==> src/rtl/bp_io_wormhole_packet_assembler.sv <==
// IO NoC edge-port terminator: collects a wormhole header + body flits into one wide
// packet for the host-side consumer, draining and flagging packets that are too long.
module bp_io_wormhole_packet_assembler #(
  parameter  int flit_width_p     = 64,
  parameter  int cord_width_p     = 8,
  parameter  int len_width_p      = 4,
  parameter  int max_body_flits_p = 7,
  localparam int packet_width_lp  = flit_width_p * (max_body_flits_p + 1),
  localparam int link_width_lp    = flit_width_p + 2
) (
  input  logic                       io_clk_i,
  input  logic                       io_reset_n_i,
  input  logic [link_width_lp-1:0]   link_i,
  output logic [link_width_lp-1:0]   link_o,
  output logic [packet_width_lp-1:0] packet_o,
  output logic [len_width_p-1:0]     packet_len_o,
  output logic                       packet_v_o,
  input  logic                       packet_yumi_i,
  output logic                       err_o
);

  typedef struct packed {
    logic                    v;
    logic [flit_width_p-1:0] data;
    logic                    ready_and_rev;
  } link_s;

  typedef enum logic [1:0] {e_ready, e_body, e_drain, e_out} state_e;

  localparam logic [len_width_p-1:0] one_lp     = len_width_p'(1);
  localparam logic [len_width_p-1:0] max_len_lp = len_width_p'(max_body_flits_p);

  link_s link_in, link_out;
  assign link_in = link_i;
  assign link_o  = link_out;

  // The reverse-channel bit of the incoming link belongs to the upstream sender.
  logic unused_ready_and_rev;
  assign unused_ready_and_rev = link_in.ready_and_rev;

  state_e                     state_q, state_d;
  logic [len_width_p-1:0]     count_q, count_d;
  logic [len_width_p-1:0]     len_q,   len_d;
  logic [packet_width_lp-1:0] buf_q,   buf_d;
  logic                       err_q,   err_d;

  logic                   ready_and_rev;
  logic                   flit_xfer;
  logic [len_width_p-1:0] hdr_len;

  assign flit_xfer = link_in.v & ready_and_rev;
  assign hdr_len   = link_in.data[cord_width_p +: len_width_p];

  // State register
  always_ff @(posedge io_clk_i) begin
    // NOTE: non-blocking assignments keep every flop sampling pre-edge values.
    if (!io_reset_n_i) begin
      state_q <= e_ready;
      count_q <= '0;
      len_q   <= '0;
      // NOTE: the packet buffer is reset so nothing from an aborted packet can leak out.
      buf_q   <= '0;
      err_q   <= 1'b0;
    end else begin
      state_q <= state_d;
      count_q <= count_d;
      len_q   <= len_d;
      buf_q   <= buf_d;
      err_q   <= err_d;
    end
  end

  // Next-state logic
  always_comb begin
    // NOTE: every target holds its value by default, so no path can infer a latch.
    state_d = state_q;
    count_d = count_q;
    len_d   = len_q;
    buf_d   = buf_q;
    err_d   = err_q;
    unique case (state_q)
      e_ready: begin
        if (flit_xfer) begin
          buf_d                      = '0;
          buf_d[0 +: flit_width_p]   = link_in.data;
          len_d                      = hdr_len;
          count_d                    = '0;
          if (hdr_len == '0) begin
            state_d = e_out;
          end else if (hdr_len <= max_len_lp) begin
            state_d = e_body;
          end else begin
            state_d = e_drain;
            err_d   = 1'b1;
          end
        end
      end
      e_body: begin
        if (flit_xfer) begin
          for (int k = 1; k <= max_body_flits_p; k++) begin
            if (len_width_p'(k) == count_q + one_lp) begin
              buf_d[k*flit_width_p +: flit_width_p] = link_in.data;
            end
          end
          count_d = count_q + one_lp;
          if (count_q == len_q - one_lp) state_d = e_out;
        end
      end
      e_drain: begin
        if (flit_xfer) begin
          count_d = count_q + one_lp;
          if (count_q == len_q - one_lp) state_d = e_ready;
        end
      end
      e_out: begin
        if (packet_yumi_i) state_d = e_ready;
      end
      default: state_d = e_ready;
    endcase
  end

  // Output logic; the link is never ready while in reset or while a packet is held
  always_comb begin
    ready_and_rev = 1'b0;
    packet_v_o    = 1'b0;
    unique case (state_q)
      e_ready, e_body, e_drain: ready_and_rev = io_reset_n_i;
      e_out:                    packet_v_o    = 1'b1;
      default: begin
        ready_and_rev = 1'b0;
        packet_v_o    = 1'b0;
      end
    endcase
  end

  assign link_out     = '{v: 1'b0, data: '0, ready_and_rev: ready_and_rev};
  assign packet_o     = buf_q;
  assign packet_len_o = len_q;
  assign err_o        = err_q;

  yumi_only_when_valid: assert property (
    @(posedge io_clk_i) disable iff (!io_reset_n_i) packet_yumi_i |-> packet_v_o
  );

endmodule

==> config.mk <==
export PLATFORM = sky130hd
export DESIGN_NAME = bp_io_wormhole_packet_assembler
export DESIGN_NICKNAME = d
export VERILOG_FILES = /design/src/rtl/bp_io_wormhole_packet_assembler.sv
export SDC_FILE = /design/constraint.sdc
export NUM_CORES = 1
export LEC_CHECK = 0
export BUFFER_PORTS_ARGS = -buffer_cell sky130_fd_sc_hd__buf_2
export CORE_AREA = 2 2 253 255
export DETAILED_ROUTE_END_ITERATION = 8
export DIE_AREA = 0 0 255 257
export HOLD_SLACK_MARGIN = 0.06
export PLACE_DENSITY = 0.56
export REMOVE_ABC_BUFFERS = 1
export SLEW_MARGIN = 20
export SYNTH_ARGS = -nofsm -noshare
export SYNTH_HDL_FRONTEND = slang
export SYNTH_SLANG_ARGS = --single-unit
==> constraint.sdc <==
create_clock -name io_clk_i -period 2.3 [get_ports io_clk_i]
set_input_delay 0.23 -clock io_clk_i [delete_from_list [all_inputs] [get_ports io_clk_i]]
set_output_delay 0.23 -clock io_clk_i [all_outputs]
set_load 0.02 [all_outputs]
==> metrics.cfg <==
[min_path]
hold_path.class=in2reg

[synth]
synth_top_flop_cell=dfxtp_1
synth_edf_count=0
postSynthAreaPerCell_um2=9.48
ys_async_sr_fraction_pct=0
synth_top_area_share_pct=53.7
synth_area_um2=19400
synth.yosys.seq_area_share_pct=53.7
ys_seq_elements=519
synth_area_leader_cell=dfxtp_1
ys_warn_count=0
synth_cells=2043
synth_cell_type_count=39
ys_top_cells_by_area=dfxtp_1 (54%), a32oi_1 (8.7%), nand3_1 (8.4%), nor2b_1 (6.3%), o21ai_0 (5.6%)

[power_and_ir_drop]
finalPower_uw=22800
combPwrFrac_pct=17.9
leakage_uw=0.0106
power_density_nw_per_um2=890
pwr-share-seq_pct=40.9
internal_power_uw=16000
clockPowerShare_pct=41.3
ir_drop_v=0.000568
p_sw_uw=6810
swShare_pct=29.9

[global_routing]
grt_pass1_vias=16800
busiest_layer=met2
grt_use_met2_pct=33.3
grt_max_degree=174
grt_usage_pct=20.2
grt_use_met1_pct=24.8
use_met3_pct=4.90
grt-ovfl-total=0
antenna_found_initial=0
grt_pass1_wl_mm=103

[setup_path]
r2r-end=packet_o[70]
critPathRequiredTime_ns=2.81
cp_cell_sequence=ha_1 > and3b_2 > and2_4 > a21boi_4 > buf_12 > buf_12 > nand3_1 > o21ai_1
crit_path_top_delay_cell=dfxtp_1
rrSetupSlack_ns=0.09
crit_end=packet_o[70]
cp.arrival_ns=2.72
cp_top_family=simple AND/OR/NAND/NOR gates
reg2reg_depth=8
critPathMaxFanout=44
timing.rr.start=state_q[0]
cp.depth=8
slowest_delay_ns=0.42
cp.buffers_inverters=2
cp-end-kind=register
crit_start=state_q[0]
critPathKind=reg2reg
critPathLaunchType=register
path_common_cell=buf_12

[sta]
slew_viol_final=0
setup_ws_ns=0.0883
finalHoldViolCount=0
setup_viol=0
tightestPinTransition_ns=0.832
fin_skew_ns=0.0216
period_needed_ns=2.21
rsz0062_at_grt=false
slew_headroom_pct=44.5
fmax_ghz=0.452
fin_crit_sh_pct=96.2

[route]
firstDrtPassIters=5
wirelength_mm=69.9
vias=17700
wl_per_cell_um=20.1
vias_per_cell=5.07
first_iter_violations=1145
drc=0
ant_nets=0

[outcome]
status=finished clean

[cells_and_area]
final_nets=2674
drive_above_1_share_pct=28.6
num_antenna_cells=0
stdcell_count=3485
area.growth.synth_to_final_pct=32.2

[clocking]
clock_latency_ns=0.60
cts_made_buffers=56
clk_pin_slew_ns=0.06
tritoncts=built
cts.path.max_buffers=3
cts_num_sinks=519
root_buffer=clkbuf_16
h-tree-depth=2

[job]
drv_cap=0

[placement]
preCtsSetupSlack_ns=0.0991
hpwl_mm=45.7
io_buffers=586
gp_congestion=0.823
place_inst=3317

[floorplan]
core_area_um2=62700
die-area_um2=65500
rows=92
initial_core_util_pct=30.9
die_y_um=257
die_w_um=255
ioPinCount=653

-- state kept, by name, indices dropped and copies added (netlist names) --
signal        flops
err_o             1
packet_len_o      3
packet_o        509
count_q           4
state_q           2
-- synthesized netlist by cell type, types with 2 or more instances --
master	n
a21boi_0	66
a21boi_2	2
a21oi_1	4
a32oi_1	192
and2_1	2
and3_1	3
buf_2	61
buf_4	73
buf_6	27
clkbuf_1	115
dfxtp_1	519
ha_1	11
inv_1	9
mux2i_1	3
nand2_1	141
nand3_1	326
nor2_1	4
nor2b_1	195
nor3_1	2
nor4b_1	2
o21ai_0	217
o21ai_1	45
o21ai_2	3
or3_1	2
xnor2_1	4
xor2_1	2
-- per-layer routing --
metal	part of all wire, %	vias to the layer above	routed length, um
met4	4.6	0	3200
met5	0	-	0
met3	7.6	157	5290
li1	-	8274	-
met2	47	759	33100
met1	41	8489	28400
-- worst min path at each step --
stage	from	endpoint	slack (ns)	cells after the start
4_1_cts	packet_yumi_i	state_q[1]	0.21	5
2_1_floorplan	io_reset_n_i	err_o	0.36	1
6_report	packet_yumi_i	state_q[0]	0.25	5
3_3_place_gp	packet_o[179]	packet_o[179]	0.45	2
3_5_place_dp	packet_o[65]	packet_o[65]	0.45	2
5_1_grt	packet_yumi_i	state_q[1]	0.32	5
-- per-stage QoR --
stage	utilization (%)	hold slack (ns)	setup TNS [ns]	area, um^2
floorplan	-	0.358	-3245.13	18000
global placement	36.6	0.446	0	23000
detailed placement	36.6	0.450	0	23000
CTS	40.8	0.215	0	25600
global route	40.8	0.317	0	25600
finish	40.8	0.249	0	25600
-- placed cells by master (no fill, tap or decap), types with 36 or more instances in the layout --
cell type / Yosys / layout
conb_1: 1 / 65
dfxtp_1: 519 / 519
a32oi_1: 192 / 192
o21ai_0: 217 / 217
nand2_1: 141 / 140
a21boi_0: 66 / 66
buf_2: 61 / 585
nand3_1: 326 / 322
clkbuf_16: 0 / 57
nor2b_1: 195 / 195
o21ai_1: 45 / 45
buf_12: 0 / 36
dlygate4sd3_1: 0 / 65
-- layout make-up --
type,count,area (um^2)
Multi-Input combinational cell,1302,7720
Tap cell,846,1060
Inverter,9,33.8
Sequential cell,519,10400
Fill cell,6230,37100
Clock inverter,24,317
Clock buffer,79,1630
Timing Repair Buffer,706,4460
-- logic make-up after synthesis --
logic type	count (synthesis)	synth area share [%]
adder cells (fa/ha/maj)	11	0.711
other	1	0.0194
AO/OA/AOI/OAI	535	18.7
flip-flops	519	53.7
XOR/XNOR	6	0.271
buffers and inverters	286	8.40
multiplexers	3	0.155
AND/OR/NAND/NOR	682	18.1
-- tightest hold or removal path, stage by stage --
cell and delay [ns]:
buf_2 0.07, inv_1 0.03, a21oi_1 0.15, o21ai_0 0.16
mux2i_1 0.15
-- power by group through the flow --
stage	Clock, uW	Combinational, uW	Sequential (uW)
after floorplan	0	1490	9700
after global placement	0	3930	9500
after detailed placement	0	3970	9510
after CTS	9610	4060	9320
after global routing	9960	4360	9330
final	9410	4070	9320
-- repair_timing --
action | in CTS | in global routing
setup endpoints to repair | 0 | 70
gates resized for setup | 0 | 4
setup buffers | 0 | 0
hold buffers | 65 | 0
hold endpoints to repair | 458 | 0
(Power assumes the default switching activity.)
